==> src/rtl/dm_write_buffer_pkg.sv <==
// Shared types and constants for the posted-store write buffer.
// Entry layout, default depth and word-index slice bounds.
package dm_write_buffer_pkg;

  localparam int WB_DEPTH = 4;
  localparam int WORD_LSB = 2;
  localparam int WORD_MSB = 13;

  typedef struct packed {
    logic [31:0] addr;
    logic [31:0] data;
    logic [31:0] pc;
  } wb_entry_t;

endpackage

==> src/rtl/dm_write_buffer_if.sv <==
// CPU-side store request and load probe bundle for the write buffer.
// master = memory stage, slave = dm_write_buffer.
interface dm_write_buffer_if;

  logic        st_valid;
  logic [31:0] st_addr;
  logic [31:0] st_data;
  logic [31:0] st_pc;
  logic        st_ready;
  logic [31:0] ld_addr;
  logic        ld_hit;
  logic [31:0] ld_data;

  modport master (
    output st_valid, st_addr, st_data, st_pc, ld_addr,
    input  st_ready, ld_hit, ld_data
  );

  modport slave (
    input  st_valid, st_addr, st_data, st_pc, ld_addr,
    output st_ready, ld_hit, ld_data
  );

endinterface

==> src/rtl/wb_fifo_ctrl.sv <==
// Head/tail/count bookkeeping for the write buffer FIFO.
// Ports: push/pop requests in, accepted push/pop, pointers, count, full/empty out.
module wb_fifo_ctrl #(
  parameter int DEPTH = 4,
  localparam int PW = $clog2(DEPTH),
  localparam int CW = PW + 1
) (
  input  logic          clk,
  input  logic          reset,
  input  logic          push_req,
  input  logic          pop_req,
  output logic          push,
  output logic          pop,
  output logic [PW-1:0] head,
  output logic [PW-1:0] tail,
  output logic [CW-1:0] count,
  output logic          full,
  output logic          empty
);

  logic [PW-1:0] head_q, head_d;
  logic [PW-1:0] tail_q, tail_d;
  logic [CW-1:0] count_q, count_d;

  // Full is judged on the registered count only, so a push
  // is refused when full even if the head drains this cycle.
  assign full  = (count_q == CW'(DEPTH));
  assign empty = (count_q == '0);
  assign push  = push_req && !full;
  assign pop   = pop_req && !empty;

  assign head  = head_q;
  assign tail  = tail_q;
  assign count = count_q;

  always_comb begin
    head_d  = head_q;
    tail_d  = tail_q;
    count_d = count_q;
    if (push) tail_d = tail_q + PW'(1);
    if (pop)  head_d = head_q + PW'(1);
    unique case ({push, pop})
      2'b10:   count_d = count_q + CW'(1);
      2'b01:   count_d = count_q - CW'(1);
      default: count_d = count_q;
    endcase
  end

  always_ff @(posedge clk) begin
    if (reset) begin
      head_q  <= '0;
      tail_q  <= '0;
      count_q <= '0;
    end else begin
      head_q  <= head_d;
      tail_q  <= tail_d;
      count_q <= count_d;
    end
  end

endmodule

==> src/rtl/dm_write_buffer.sv <==
// Posted-store buffer between memory stage and data memory write port.
// Ports: clk/reset, cpu (store+load probe), dm_stall, dm_* write port, empty, count.
module dm_write_buffer #(
  parameter int DEPTH = dm_write_buffer_pkg::WB_DEPTH
) (
  input  logic                     clk,
  input  logic                     reset,
  dm_write_buffer_if.slave         cpu,
  input  logic                     dm_stall,
  output logic                     dm_we,
  output logic [31:0]              dm_addr,
  output logic [31:0]              dm_wd,
  output logic [31:0]              dm_pc,
  output logic                     empty,
  output logic [$clog2(DEPTH):0]   count
);

  import dm_write_buffer_pkg::*;

  localparam int PW = $clog2(DEPTH);
  localparam int CW = PW + 1;

  wb_entry_t     mem_q [DEPTH];
  wb_entry_t     mem_d [DEPTH];
  logic [PW-1:0] head, tail, slot;
  logic [CW-1:0] cnt;
  logic          full, push, pop;
  logic          fwd_hit;
  logic [31:0]   fwd_data;
  logic          unused_ld;

  wb_fifo_ctrl #(.DEPTH(DEPTH)) u_ctrl (
    .clk      (clk),
    .reset    (reset),
    .push_req (cpu.st_valid),
    .pop_req  (!dm_stall),
    .push     (push),
    .pop      (pop),
    .head     (head),
    .tail     (tail),
    .count    (cnt),
    .full     (full),
    .empty    (empty)
  );

  assign cpu.st_ready = !full;
  assign count        = cnt;

  always_comb begin
    mem_d = mem_q;
    if (push) begin
      mem_d[tail] = '{addr: cpu.st_addr,
                      data: cpu.st_data,
                      pc:   cpu.st_pc};
    end
  end

  // Storage carries no reset; stale slots are masked by count.
  always_ff @(posedge clk) begin
    mem_q <= mem_d;
  end

  assign dm_we   = pop;
  assign dm_addr = mem_q[head].addr;
  assign dm_wd   = mem_q[head].data;
  assign dm_pc   = mem_q[head].pc;

  // Walk from oldest to youngest; later matches override,
  // so the entry nearest the tail wins.
  always_comb begin
    fwd_hit  = 1'b0;
    fwd_data = '0;
    slot     = '0;
    for (int i = 0; i < DEPTH; i++) begin
      slot = head + PW'(i);
      if (CW'(i) < cnt &&
          mem_q[slot].addr[WORD_MSB:WORD_LSB] ==
          cpu.ld_addr[WORD_MSB:WORD_LSB]) begin
        fwd_hit  = 1'b1;
        fwd_data = mem_q[slot].data;
      end
    end
  end

  assign cpu.ld_hit  = fwd_hit;
  assign cpu.ld_data = fwd_data;

  assign unused_ld = ^{cpu.ld_addr[31:WORD_MSB+1],
                       cpu.ld_addr[WORD_LSB-1:0]};

endmodule
==> src/flat_wrapper.sv <==
// flat-port wrapper written by rule: the top's interface ports become plain ports
module dm_write_buffer_flat import dm_write_buffer_pkg::*;
#(
  parameter int DEPTH = dm_write_buffer_pkg::WB_DEPTH
)
  (clk, reset, dm_stall, dm_we, dm_addr, dm_wd, dm_pc, empty, count, cpu_st_valid, cpu_st_addr, cpu_st_data, cpu_st_pc, cpu_ld_addr, cpu_st_ready, cpu_ld_hit, cpu_ld_data);
  dm_write_buffer_if cpu_i ();
  input  logic clk;
  input  logic reset;
  input  logic dm_stall;
  output logic dm_we;
  output logic [31:0] dm_addr;
  output logic [31:0] dm_wd;
  output logic [31:0] dm_pc;
  output logic empty;
  output logic [$clog2(DEPTH):0] count;
  input wire logic [$bits(cpu_i.st_valid)-1:0] cpu_st_valid;
  input wire logic [$bits(cpu_i.st_addr)-1:0] cpu_st_addr;
  input wire logic [$bits(cpu_i.st_data)-1:0] cpu_st_data;
  input wire logic [$bits(cpu_i.st_pc)-1:0] cpu_st_pc;
  input wire logic [$bits(cpu_i.ld_addr)-1:0] cpu_ld_addr;
  output wire logic [$bits(cpu_i.st_ready)-1:0] cpu_st_ready;
  output wire logic [$bits(cpu_i.ld_hit)-1:0] cpu_ld_hit;
  output wire logic [$bits(cpu_i.ld_data)-1:0] cpu_ld_data;
  assign cpu_i.st_valid = cpu_st_valid;
  assign cpu_i.st_addr = cpu_st_addr;
  assign cpu_i.st_data = cpu_st_data;
  assign cpu_i.st_pc = cpu_st_pc;
  assign cpu_i.ld_addr = cpu_ld_addr;
  assign cpu_st_ready = cpu_i.st_ready;
  assign cpu_ld_hit = cpu_i.ld_hit;
  assign cpu_ld_data = cpu_i.ld_data;
  dm_write_buffer #(.DEPTH(DEPTH)) u_core (.clk(clk), .reset(reset), .cpu(cpu_i), .dm_stall(dm_stall), .dm_we(dm_we), .dm_addr(dm_addr), .dm_wd(dm_wd), .dm_pc(dm_pc), .empty(empty), .count(count));
endmodule
==> config.mk <==
export PLATFORM = sky130hd
export DESIGN_NAME = dm_write_buffer_flat
export DESIGN_NICKNAME = d
export VERILOG_FILES = /design/src/rtl/dm_write_buffer_pkg.sv /design/src/rtl/dm_write_buffer_if.sv /design/src/rtl/wb_fifo_ctrl.sv /design/src/rtl/dm_write_buffer.sv /design/src/flat_wrapper.sv
export SDC_FILE = /design/constraint.sdc
export NUM_CORES = 1
export LEC_CHECK = 0
export ABC_CLOCK_PERIOD_IN_PS = 6830
export BUFFER_PORTS_ARGS = -buffer_cell sky130_fd_sc_hd__clkbuf_2
export CORE_ASPECT_RATIO = 0.5
export CORE_MARGIN = 4
export CORE_UTILIZATION = 45
export CTS_BUF_LIST = sky130_fd_sc_hd__clkbuf_4
export CTS_CLUSTER_DIAMETER = 150
export DETAILED_ROUTE_END_ITERATION = 10
export GPL_TIMING_DRIVEN = 0
export PLACE_DENSITY = 0.76
export SLEW_MARGIN = 20
export SYNTH_ARGS = -nofsm -noshare
export SYNTH_HDL_FRONTEND = slang
export SYNTH_SLANG_ARGS = --single-unit
==> constraint.sdc <==
create_clock -name clk -period 6.83 [get_ports clk]
set_input_delay 1.0245 -clock clk [delete_from_list [all_inputs] [get_ports clk]]
set_output_delay 1.0245 -clock clk [all_outputs]
set_load 0.01 [all_outputs]
==> summary.md <==
| Metric | Value |
|---|---|
| Worst path max stage delay | 0.65 ns |
| Synth warn | 0 |
| Vias in the first global route | 12.9k |
| Clock buffer depth | 3 |
| Synthesized net count | 1289 |
| Via count | 12.4k |
| Die height | 153 um |
| Peak VDD IR | 0.000119 V |
| Post-synth top area share | 0.612 |
| Starting density of the core | 0.461 |
| Die area | 45400 um2 |
| Worst Path Buf+Inv | 4 |
| Design Power | 7.20 mW |
| Slew margin rel. | 0.386 |
| Share of layout cells above drive strength 1 | 0.397 |
| Clock latency on the worst-skew pair | 0.80 ns |
| Min Tclk post-route | 5.50 ns |
| Cells after synthesis | 1148 |
| Worst EP arrival | 4.47 ns |
| Core area | 40900 um2 |
| Routed Antenna Nets | 0 |
| Worst Setup End Kind | primary output |
| GRT Util Overall | 0.214 |
| Ports | 267 |
| Layout area overhead | 17.1% |
| RSZ-0062 raised after global routing | no |
| Tcrit/Tclk final | 0.805 |
| CP Max Fanout | 10 |
| Area leader, netlist | edfxtp_1 |
| I/O Buffers | 238 |
| Final Core Density | 0.539 |
| Yosys reg bits | 391 |
| Max-cap violation count | 0 |
| Synth Cell Area | 18900 um2 |
| Worst-path clk slew | 0.07 ns |
| Critical path required time | 5.81 ns |
| Synth cell types | 52 |
| H-tree levels | 3 |
| Internal reg-to-reg setup slack | 4.18 ns |
| CTS Root Cell | clkbuf_4 |
| Final TNS setup | 0 ns |
| Mapped Avg Cell Area | 16.4 um2 |
| Post-route cell area | 22100 um2 |
| Seq/Total Area, Yosys | 0.619 |
| Routed WL per cell | 23.4 um |
| Top post-synthesis cells by area | edfxtp_1 61%, mux4_2 15%, mux2i_1 4.4%, mux2_2 2.2%, o21ai_0 1.8% |
| Endpoints failing hold | 0 |
| Post-synth ARST share | 0 |
| Fill cells | 3229 |
| Delay-heaviest family, CP | buffers and inverters |
| Cts hold-fix bufs | 0 |
| Largest net degree at the start of global routing | 42 |
| DRC Markers | 0 |
| Dpl hpwl | 33300 um |
| Initial drt markers | 1430 |
| Routed WL | 49000 um |
| Slew @ Worst Pin | 0.920 ns |
| Final estimated routing congestion in global placement | 0.894 |
| Final nets | 1629 |
| Lkg Pwr | 7.59 nW |
| # clock sinks | 391 |
| Run status | complete, no violations |
| Post-synth top cells | 384 x edfxtp_1, 129 x mux4_2, 82 x mux2i_1, 75 x nand2_1, 67 x o21ai_0 |
| Pre-antenna DRT Iters | 10 |
| Synth Flop Type | edfxtp_1 |
| Count leader, synth | edfxtp_1 |
| Worst-path cell chain | buf_6 -> buf_6 -> mux2i_1 -> xnor2_1 -> o32ai_1 -> nand3_1 -> nor4_2 -> buf_2 -> a211oi_1 -> a222oi_1 -> clkbuf_2 |
| Final setup viols | 0 |
| Rows | 52 |
| Post-synth EDFFs | 384 |
| Clk_skew | 0.0401 ns |
| TritonCTS Buffers | 92 |
| Final Slew Violations | 0 |
| GR Overflow Total | 0 |
| CTS tree | done |
| Hold Path Class | in -> reg |
| Crit path kind | reg -> out |
| PwrDens | 326 nW/um2 |
| Placed instance area | 20900 um2 |
| Die Wd | 297 um |
| First-pass GRT wire length | 75300 um |
| Fmax | 182 MHz |
| Initial antenna violation count | 6 |
| Critical path's slowest cell | nor4_2 |
| CP dominant cell by count | buf_6 |
| Post-CTS Resized | 0 |
| Worst setup SP type | flop |
| Post-CTS Setup Inserts | 0 |
| DR vias/cell | 5.94 |
per-layer routing:
metal | vias to the layer above | wire [um] | track usage
met4 | 2 | 1690 | 0.0952
met2 | 637 | 25600 | 0.370
met3 | 119 | 3390 | 0.0477
met5 | - | 7 | 0
li1 | 5427 | - | -
met1 | 6245 | 18400 | 0.258
cells in the final DEF, fill, tap and decap left out, types with 6 or more instances in the layout:
master	Yosys	final
nand3_1	36	36
xor2_1	14	14
edfxtp_1	384	384
ha_1	9	9
buf_2	36	36
inv_1	42	42
nand2_1	75	75
o21ai_0	67	67
clkbuf_1	31	31
clkinv_1	0	8
a211oi_1	33	33
mux4_2	129	129
buf_1	12	12
mux2_2	37	37
clkbuf_2	0	238
nor2_1	16	16
buf_6	10	10
clkbuf_4	0	135
diode_2	0	6
o22ai_1	6	6
dfxtp_1	7	7
xnor2_1	33	33
mux2i_1	82	82
a21oi_1	9	9
a222oi_1	32	32
final timing paths:
kind,startpoint,endpoint,cells after the start
worst min-delay path,cpu_st_data[31],u_core.mem_q[255]$_DFFE_PP_,1
worst max register to register,u_core.u_ctrl.head[0]$_SDFFE_PP0P_,u_core.u_ctrl.head[1]$_SDFFE_PP0P_,9
worst min register to register,u_core.u_ctrl.tail[0]$_SDFFE_PP0P_,u_core.u_ctrl.tail[0]$_SDFFE_PP0P_,2
worst max-delay path,u_core.u_ctrl.head[0]$_SDFFE_PP0P_,cpu_ld_data[22],11
cells by family after synthesis:
kind of cell | Yosys count | synth area share
flip-flops | 391 | 0.619
AO/OA/AOI/OAI | 168 | 0.0634
AND/OR/NAND/NOR | 150 | 0.0360
XOR/XNOR | 47 | 0.0218
buffers and inverters | 134 | 0.0334
adder cells (fa/ha/maj) | 9 | 0.00597
multiplexers | 249 | 0.220
state kept, by name (all words and copies together), names as in the netlist:
register             cells
u_core.u_ctrl.head       2
u_core.u_ctrl.tail       2
u_core.mem_q           384
u_core.u_ctrl.count      3
stage by stage:
step           setup WS [ns]  hold slack, ns  cells
5_1_grt                 1.12           0.365   2090
6_report                1.33           0.440   2091
2_1_floorplan           2.83           0.538   1148
4_1_cts                 1.30           0.367   2085
3_3_place_gp            1.02           0.561   1926
3_5_place_dp            1.87           0.576   1934
report_power, final:
| part | switching [mW] | internal [mW] | total [mW] |
|---|---|---|---|
| clock network | 0.894 | 0.940 | 1.83 |
| logic | 1.35 | 1.08 | 2.43 |
| registers | 0.0853 | 2.85 | 2.94 |
| total | 2.33 | 4.88 | 7.20 |
cell type report:
type / count / area (um2) / share of cell area
inverters: 43 / 161 / 0.00731
flip-flops and latches: 391 / 11700 / 0.529
plain buffers: 91 / 469 / 0.0213
diodes: 6 / 15.0 / 0.000680
clock buffers: 135 / 1010 / 0.0459
well taps: 540 / 676 / 0.0306
repair buffers: 246 / 1380 / 0.0626
clock inverters: 16 / 110 / 0.00499
multi-input cells: 623 / 6580 / 0.298
worst reg2reg max path, stage by stage (launching register included):
cell and delay [ns]:
dfxtp_1 0.36, buf_4 0.26, buf_6 0.22, buf_2 0.27
buf_2 0.34, buf_2 0.36, buf_2 0.39, nand2_1 0.13
xnor2_1 0.14, nor2_1 0.12
Note: power is estimated with default switching activity, not from simulation.
